`src/rtl/ysyx_22040088_mem_arbiter.sv`:
```
// Data-memory port arbiter: IFU and LSU share a single memory port.
// LSU has priority, limited by a streak counter so that fetch always makes
// progress. A watchdog ends a hung access with an error response.
module ysyx_22040088_mem_arbiter #(
   parameter int MAX_LSU_STREAK = 4,
   parameter int TIMEOUT_CYCLES = 255
) (
   input  logic        clk,
   input  logic        rst,
   input  logic        ifu_req,
   input  logic [63:0] ifu_addr,
   output logic        ifu_gnt,
   output logic        ifu_rvalid,
   output logic [63:0] ifu_rdata,
   output logic        ifu_err,
   input  logic        lsu_req,
   input  logic [63:0] lsu_addr,
   input  logic [7:0]  lsu_wen,
   input  logic [63:0] lsu_wdata,
   output logic        lsu_gnt,
   output logic        lsu_rvalid,
   output logic [63:0] lsu_rdata,
   output logic        lsu_err,
   output logic        mem_req,
   output logic [63:0] mem_addr,
   output logic [7:0]  mem_wen,
   output logic [63:0] mem_wdata,
   input  logic        mem_ready,
   input  logic        mem_rvalid,
   input  logic [63:0] mem_rdata,
   output logic        busy
);

   typedef enum logic [1:0] {S_IDLE = 2'd0, S_REQ = 2'd1, S_WAIT = 2'd2} state_t;

   localparam logic        OWN_IFU    = 1'b0;
   localparam logic        OWN_LSU    = 1'b1;
   localparam logic [3:0]  STREAK_MAX = 4'(MAX_LSU_STREAK);
   localparam logic [15:0] TIMER_LAST = 16'(TIMEOUT_CYCLES - 1);

   state_t      state_q, state_d;
   logic        owner_q, owner_d;
   logic [3:0]  streak_q, streak_d;
   logic [15:0] timer_q, timer_d;
   logic [63:0] addr_q, addr_d;
   logic [7:0]  wen_q, wen_d;
   logic [63:0] wdata_q, wdata_d;

   logic lsu_win, ifu_win, expired, resp_ok, resp_err, resp;

   // Arbitration: LSU wins unless IFU is waiting and the LSU streak is used up.
   // Gated by rst so every output is quiet while reset is held.
   always_comb begin
      lsu_win = 1'b0;
      ifu_win = 1'b0;
      if (state_q == S_IDLE && !rst) begin
         lsu_win = lsu_req && !(ifu_req && streak_q == STREAK_MAX);
         ifu_win = ifu_req && !lsu_win;
      end
   end

   // Response qualification: a real response on the expiry cycle beats the watchdog.
   always_comb begin
      resp_ok  = (state_q == S_WAIT) && mem_rvalid;
      expired  = (state_q != S_IDLE) && (timer_q == TIMER_LAST);
      resp_err = expired && !resp_ok;
      resp     = resp_ok || resp_err;
   end

   // Output steering: only the owner sees the response; read data is passed straight through.
   always_comb begin
      ifu_gnt    = ifu_win;
      lsu_gnt    = lsu_win;
      ifu_rvalid = resp && (owner_q == OWN_IFU);
      lsu_rvalid = resp && (owner_q == OWN_LSU);
      ifu_err    = resp_err && (owner_q == OWN_IFU);
      lsu_err    = resp_err && (owner_q == OWN_LSU);
      ifu_rdata  = (resp_ok && owner_q == OWN_IFU) ? mem_rdata : 64'h0;
      lsu_rdata  = (resp_ok && owner_q == OWN_LSU) ? mem_rdata : 64'h0;
      mem_req    = (state_q == S_REQ) && !expired;
      mem_addr   = addr_q;
      mem_wen    = wen_q;
      mem_wdata  = wdata_q;
      busy       = (state_q != S_IDLE);
   end

   // Next-state: grant latching, streak bookkeeping, watchdog timer.
   always_comb begin
      state_d  = state_q;
      owner_d  = owner_q;
      streak_d = streak_q;
      timer_d  = timer_q;
      addr_d   = addr_q;
      wen_d    = wen_q;
      wdata_d  = wdata_q;
      case (state_q)
         S_IDLE: begin
            if (lsu_win) begin
               owner_d = OWN_LSU;
               addr_d  = lsu_addr;
               wen_d   = lsu_wen;
               wdata_d = lsu_wdata;
               if (!ifu_req)                     streak_d = 4'd0;
               else if (streak_q != STREAK_MAX)  streak_d = streak_q + 4'd1;
               state_d = S_REQ;
               timer_d = 16'd0;
            end else if (ifu_win) begin
               owner_d  = OWN_IFU;
               addr_d   = ifu_addr;
               wen_d    = 8'h00;
               wdata_d  = 64'h0;
               streak_d = 4'd0;
               state_d  = S_REQ;
               timer_d  = 16'd0;
            end
         end
         S_REQ: begin
            timer_d = timer_q + 16'd1;
            if (expired)        state_d = S_IDLE;
            else if (mem_ready) state_d = S_WAIT;
         end
         S_WAIT: begin
            timer_d = timer_q + 16'd1;
            if (resp) state_d = S_IDLE;
         end
         default: state_d = S_IDLE;
      endcase
   end

   // State and latch registers.
   always_ff @(posedge clk or posedge rst) begin
      if (rst) begin
         state_q  <= S_IDLE;
         owner_q  <= OWN_IFU;
         streak_q <= 4'd0;
         timer_q  <= 16'd0;
         addr_q   <= 64'h0;
         wen_q    <= 8'h00;
         wdata_q  <= 64'h0;
      end else begin
         state_q  <= state_d;
         owner_q  <= owner_d;
         streak_q <= streak_d;
         timer_q  <= timer_d;
         addr_q   <= addr_d;
         wen_q    <= wen_d;
         wdata_q  <= wdata_d;
      end
   end

endmodule

```
`config.mk`:
```
export PLATFORM = sky130hd
export DESIGN_NAME = ysyx_22040088_mem_arbiter
export DESIGN_NICKNAME = d
export VERILOG_FILES = /design/src/rtl/ysyx_22040088_mem_arbiter.sv
export SDC_FILE = /design/constraint.sdc
export NUM_CORES = 1
export LEC_CHECK = 0
export ABC_AREA = 1
export BUFFER_PORTS_ARGS = -buffer_cell sky130_fd_sc_hd__clkbuf_2
export CAP_MARGIN = 30
export CORE_AREA = 10 10 202 204
export DETAILED_ROUTE_END_ITERATION = 10
export DIE_AREA = 0 0 212 214
export GPL_TIMING_DRIVEN = 0
export REMOVE_ABC_BUFFERS = 1
export SETUP_SLACK_MARGIN = 0.1
export SLEW_MARGIN = 20
export SYNTH_ARGS = -nofsm -noshare
export SYNTH_HDL_FRONTEND = slang
export SYNTH_SLANG_ARGS = --single-unit
```
`constraint.sdc`:
```
create_clock -name clk -period 9.75 [get_ports clk]
set_input_delay 0.4875 -clock clk [delete_from_list [all_inputs] [get_ports clk]]
set_output_delay 0.4875 -clock clk [all_outputs]
set_load 0.1 [all_outputs]
```
==> summary.md <==
| Metric | Value |
|---|---|
| Largest net degree at the start of global routing | `90` |
| Initial Utilization | `20.56%` |
| Max-cap violations | `0` |
| Post-cts sizing count | `0` |
| Crit path required time | `9260 ps` |
| Largest family of logic cells by synthesized area | `simple AND/OR/NAND/NOR gates` |
| WL/cell | `19.44 um` |
| Layout fillers | `4001` |
| CP Cell Sequence | `inv_1, ha_1, inv_2, nor2_2, nand3_4, buf_16, inv_6, buf_16, clkbuf_2` |
| IO Port Bufs | `541` |
| Final Hold Viols | `0` |
| Vias post-DR | `8435` |
| Synth Area in Simple Gates | `26.39%` |
| Synth top area cells | `dfrtp_1 (52%), nand3_1 (9.1%), nand2_1 (9.0%)` |
| Post-layout min period | `4004 ps` |
| Slowest CP cell | `clkbuf_2` |
| Crit path launch type | `register` |
| DRC Markers | `0` |
| Post-synth EDFFs | `0` |
| TritonCTS buffer count | `17` |
| CP Max Fanout | `70` |
| Std-Cell Rows | `71` |
| # hold bufs at CTS | `0` |
| Unrepaired setup endpoints after global routing | `no` |
| Register area | `3979 um^2` |
| Crit path top cell by count | `buf_16` |
| Achievable Freq | `249.8 MHz` |
| Syn-to-layout area delta | `51.64%` |
| Final Slew Violations | `0` |
| Synthesis Warnings | `0` |
| Clock sinks | `159` |
| Crit path capture type | `output pin` |
| Final core occ | `31.17%` |
| Via density | `4.389` |
| Worst Tran Pin Value | `670.9 ps` |
| H-tree depth | `4` |
| Die Width | `212 um` |
| CTS tree | `done` |
| Post-synthesis adder-cell area fraction | `1.314%` |
| Syn Area/Cell | `8.386 um^2` |
| Total gr overflow | `0` |
| DP HPWL | `30.73 mm` |
| Relative slew slack | `55.46%` |
| CTS max path bufs | `2` |
| Top Ports | `542` |
| DR pass1 iterations | `5` |
| Final Setup Violations | `0` |
| Core ar. | `37040 um^2` |
| Routed WL | `37.36 mm` |
| Reg clk slew, reported paths | `70 ps` |
| Multi-input logic area | `3008 um^2` |
| Clk_skew | `12.69 ps` |
| Synth unique cells | `28` |
| Yosys top cell area share | `52.25%` |
| Clk_lat worst skew | `440 ps` |
| Initial DRC Count | `560` |
| Final nets | `1711` |
| WHS | `96.47 ps` |
| Kind of critical path | `reg2out` |
| Fraction of the mapped netlist area in compound gates | `10.42%` |
| Yosys top cell by area | `dfrtp_1` |
| Post-CTS Setup Bufs | `0` |
| Hold Path Class | `in2async` |
| Global-route wire length before repair | `55.01 mm` |
| Final Wtd Congestion | `0.9709` |
| Final Cycle Share | `41.06%` |
| Placed insts | `1888` |
| Primary FF master, synth | `dfrtp_1` |
| Multiplexer share of the synthesized area | `0%` |
| Critical Path AT | `3520 ps` |
| Total Routing Usage GR | `15.84%` |
| Worst Reg-to-Reg Cells | `10` |
| Antenna viol nets, final | `0` |
| Clk root buf | `clkbuf_16` |
| Async set-reset flop share out of synthesis | `100.0%` |
| Vias in the first global route | `8802` |
| Max incr delay on CP | `520 ps` |
| Fraction of layout cells with a size suffix above 1 | `41.69%` |
| Cells after Synth | `908` |
| Status | `completed` |
| Post-synthesis sequential area ratio | `52.25%` |
| Initial antenna violation count | `7` |
| Post-Layout Cell Count | `1922` |
| Mapped Area | `7615 um^2` |
| Chip height | `214 um` |
| FF+latch count, synth | `159` |
| Die area | `45370 um^2` |
| XOR/XNOR Fraction of Synth Area | `1.150%` |
-- registers in the layout (all words and copies together), names as in the netlist --
name	count
mem_wdata	64
mem_addr	64
timer_q	16
streak_q	4
owner_q	1
state_q	2
mem_wen	8
-- critical path: cells and delay by family, from the launching register on --
kind | cells | cell delay [ps]
adders and majority gates | 1 | 280
buffers and inverters | 6 | 1800
DFF | 1 | 400
and+or+nand+nor | 2 | 480
-- routing by layer --
layer / GRT usage [%] / wire, um
met3: 5.466 / 3514
met5: 0 / 13
met4: 6.929 / 979
met2: 27.31 / 18580
met1: 17.14 / 14280
-- synth_stat cells, types with 2 or more instances --
library cell  instances
nand2_1             182
dfrtp_1             159
nor2_1              144
nand3_1             138
inv_1                90
a22o_1               72
buf_2                30
o21ai_0              16
clkbuf_1             15
buf_4                12
ha_1                  8
xor2_1                8
a21oi_1               6
nand4_1               5
nor2_2                3
nor3_1                3
o22ai_1               3
a21boi_0              2
inv_2                 2
xnor2_1               2
-- per-stage QoR --
step | cell area (um^2) | setup slack [ps] | setup TNS, ps
after global routing | 11550 | 5506 | 0
final | 11550 | 5746 | 0
after global placement | 10620 | -11770 | -1723060
after floorplan | 7315 | -1615 | -172700
after detailed placement | 10940 | 6161 | 0
after CTS | 11540 | 5653 | 0
-- kinds of logic (layout without fill, tap and decap cells) --
logic type,Yosys count,count (layout)
simple gates,479,479
buf+inv,150,686
fa+ha+maj,8,8
flops,159,159
other cells,0,4
xor+xnor,10,10
compound gates,102,102
-- cell usage in the layout (no fill, tap or decap), types with 2 or more instances in the layout --
cell type | synthesis | routed
a21boi_0 | 2 | 2
a21oi_1 | 6 | 6
a22o_1 | 72 | 72
buf_12 | 0 | 3
buf_16 | 0 | 4
buf_4 | 12 | 16
bufinv_16 | 0 | 3
clkbuf_16 | 0 | 17
clkbuf_2 | 0 | 541
clkinv_4 | 0 | 2
clkinvlp_4 | 0 | 2
dfrtp_1 | 159 | 159
diode_2 | 0 | 4
ha_1 | 8 | 8
inv_1 | 90 | 89
inv_6 | 0 | 2
inv_8 | 0 | 3
nand2_1 | 182 | 180
nand2_2 | 0 | 2
nand3_1 | 138 | 138
nand4_1 | 5 | 5
nor2_1 | 144 | 144
nor2_2 | 3 | 2
nor3_1 | 3 | 3
o21ai_0 | 16 | 16
o22ai_1 | 3 | 3
xnor2_1 | 2 | 2
xor2_1 | 8 | 8
-- path summary, 6_finish.rpt --
check / startpoint / endpoint / slack, ps
max in group asynchronous: rst / mem_wdata[0] / 8810
setup / recovery: state_q[0] / lsu_gnt / 5750
setup reg to reg: state_q[0] / mem_addr[11] / 6830
hold reg to reg: mem_addr[3] / mem_addr[3] / 490
hold / removal: rst / timer_q[12] / 100
min in group clk: lsu_wen[1] / mem_wen[1] / 250
-- area by class of cell --
| cell class | count | share of cell area (%) |
|---|---|---|
| Sequential cell | 159 | 34.46 |
| Multi-Input combinational cell | 599 | 26.05 |
| Timing Repair Buffer | 564 | 25.96 |
| Tap cell | 474 | 5.136 |
| Clock buffer | 19 | 3.836 |
| Inverter | 92 | 3.099 |
| Clock inverter | 11 | 1.376 |
| Antenna cell | 4 | 0.08668 |
Power is not shown: default switching activity piles up to over one toggle a cycle in this logic, so the estimate is an artifact.
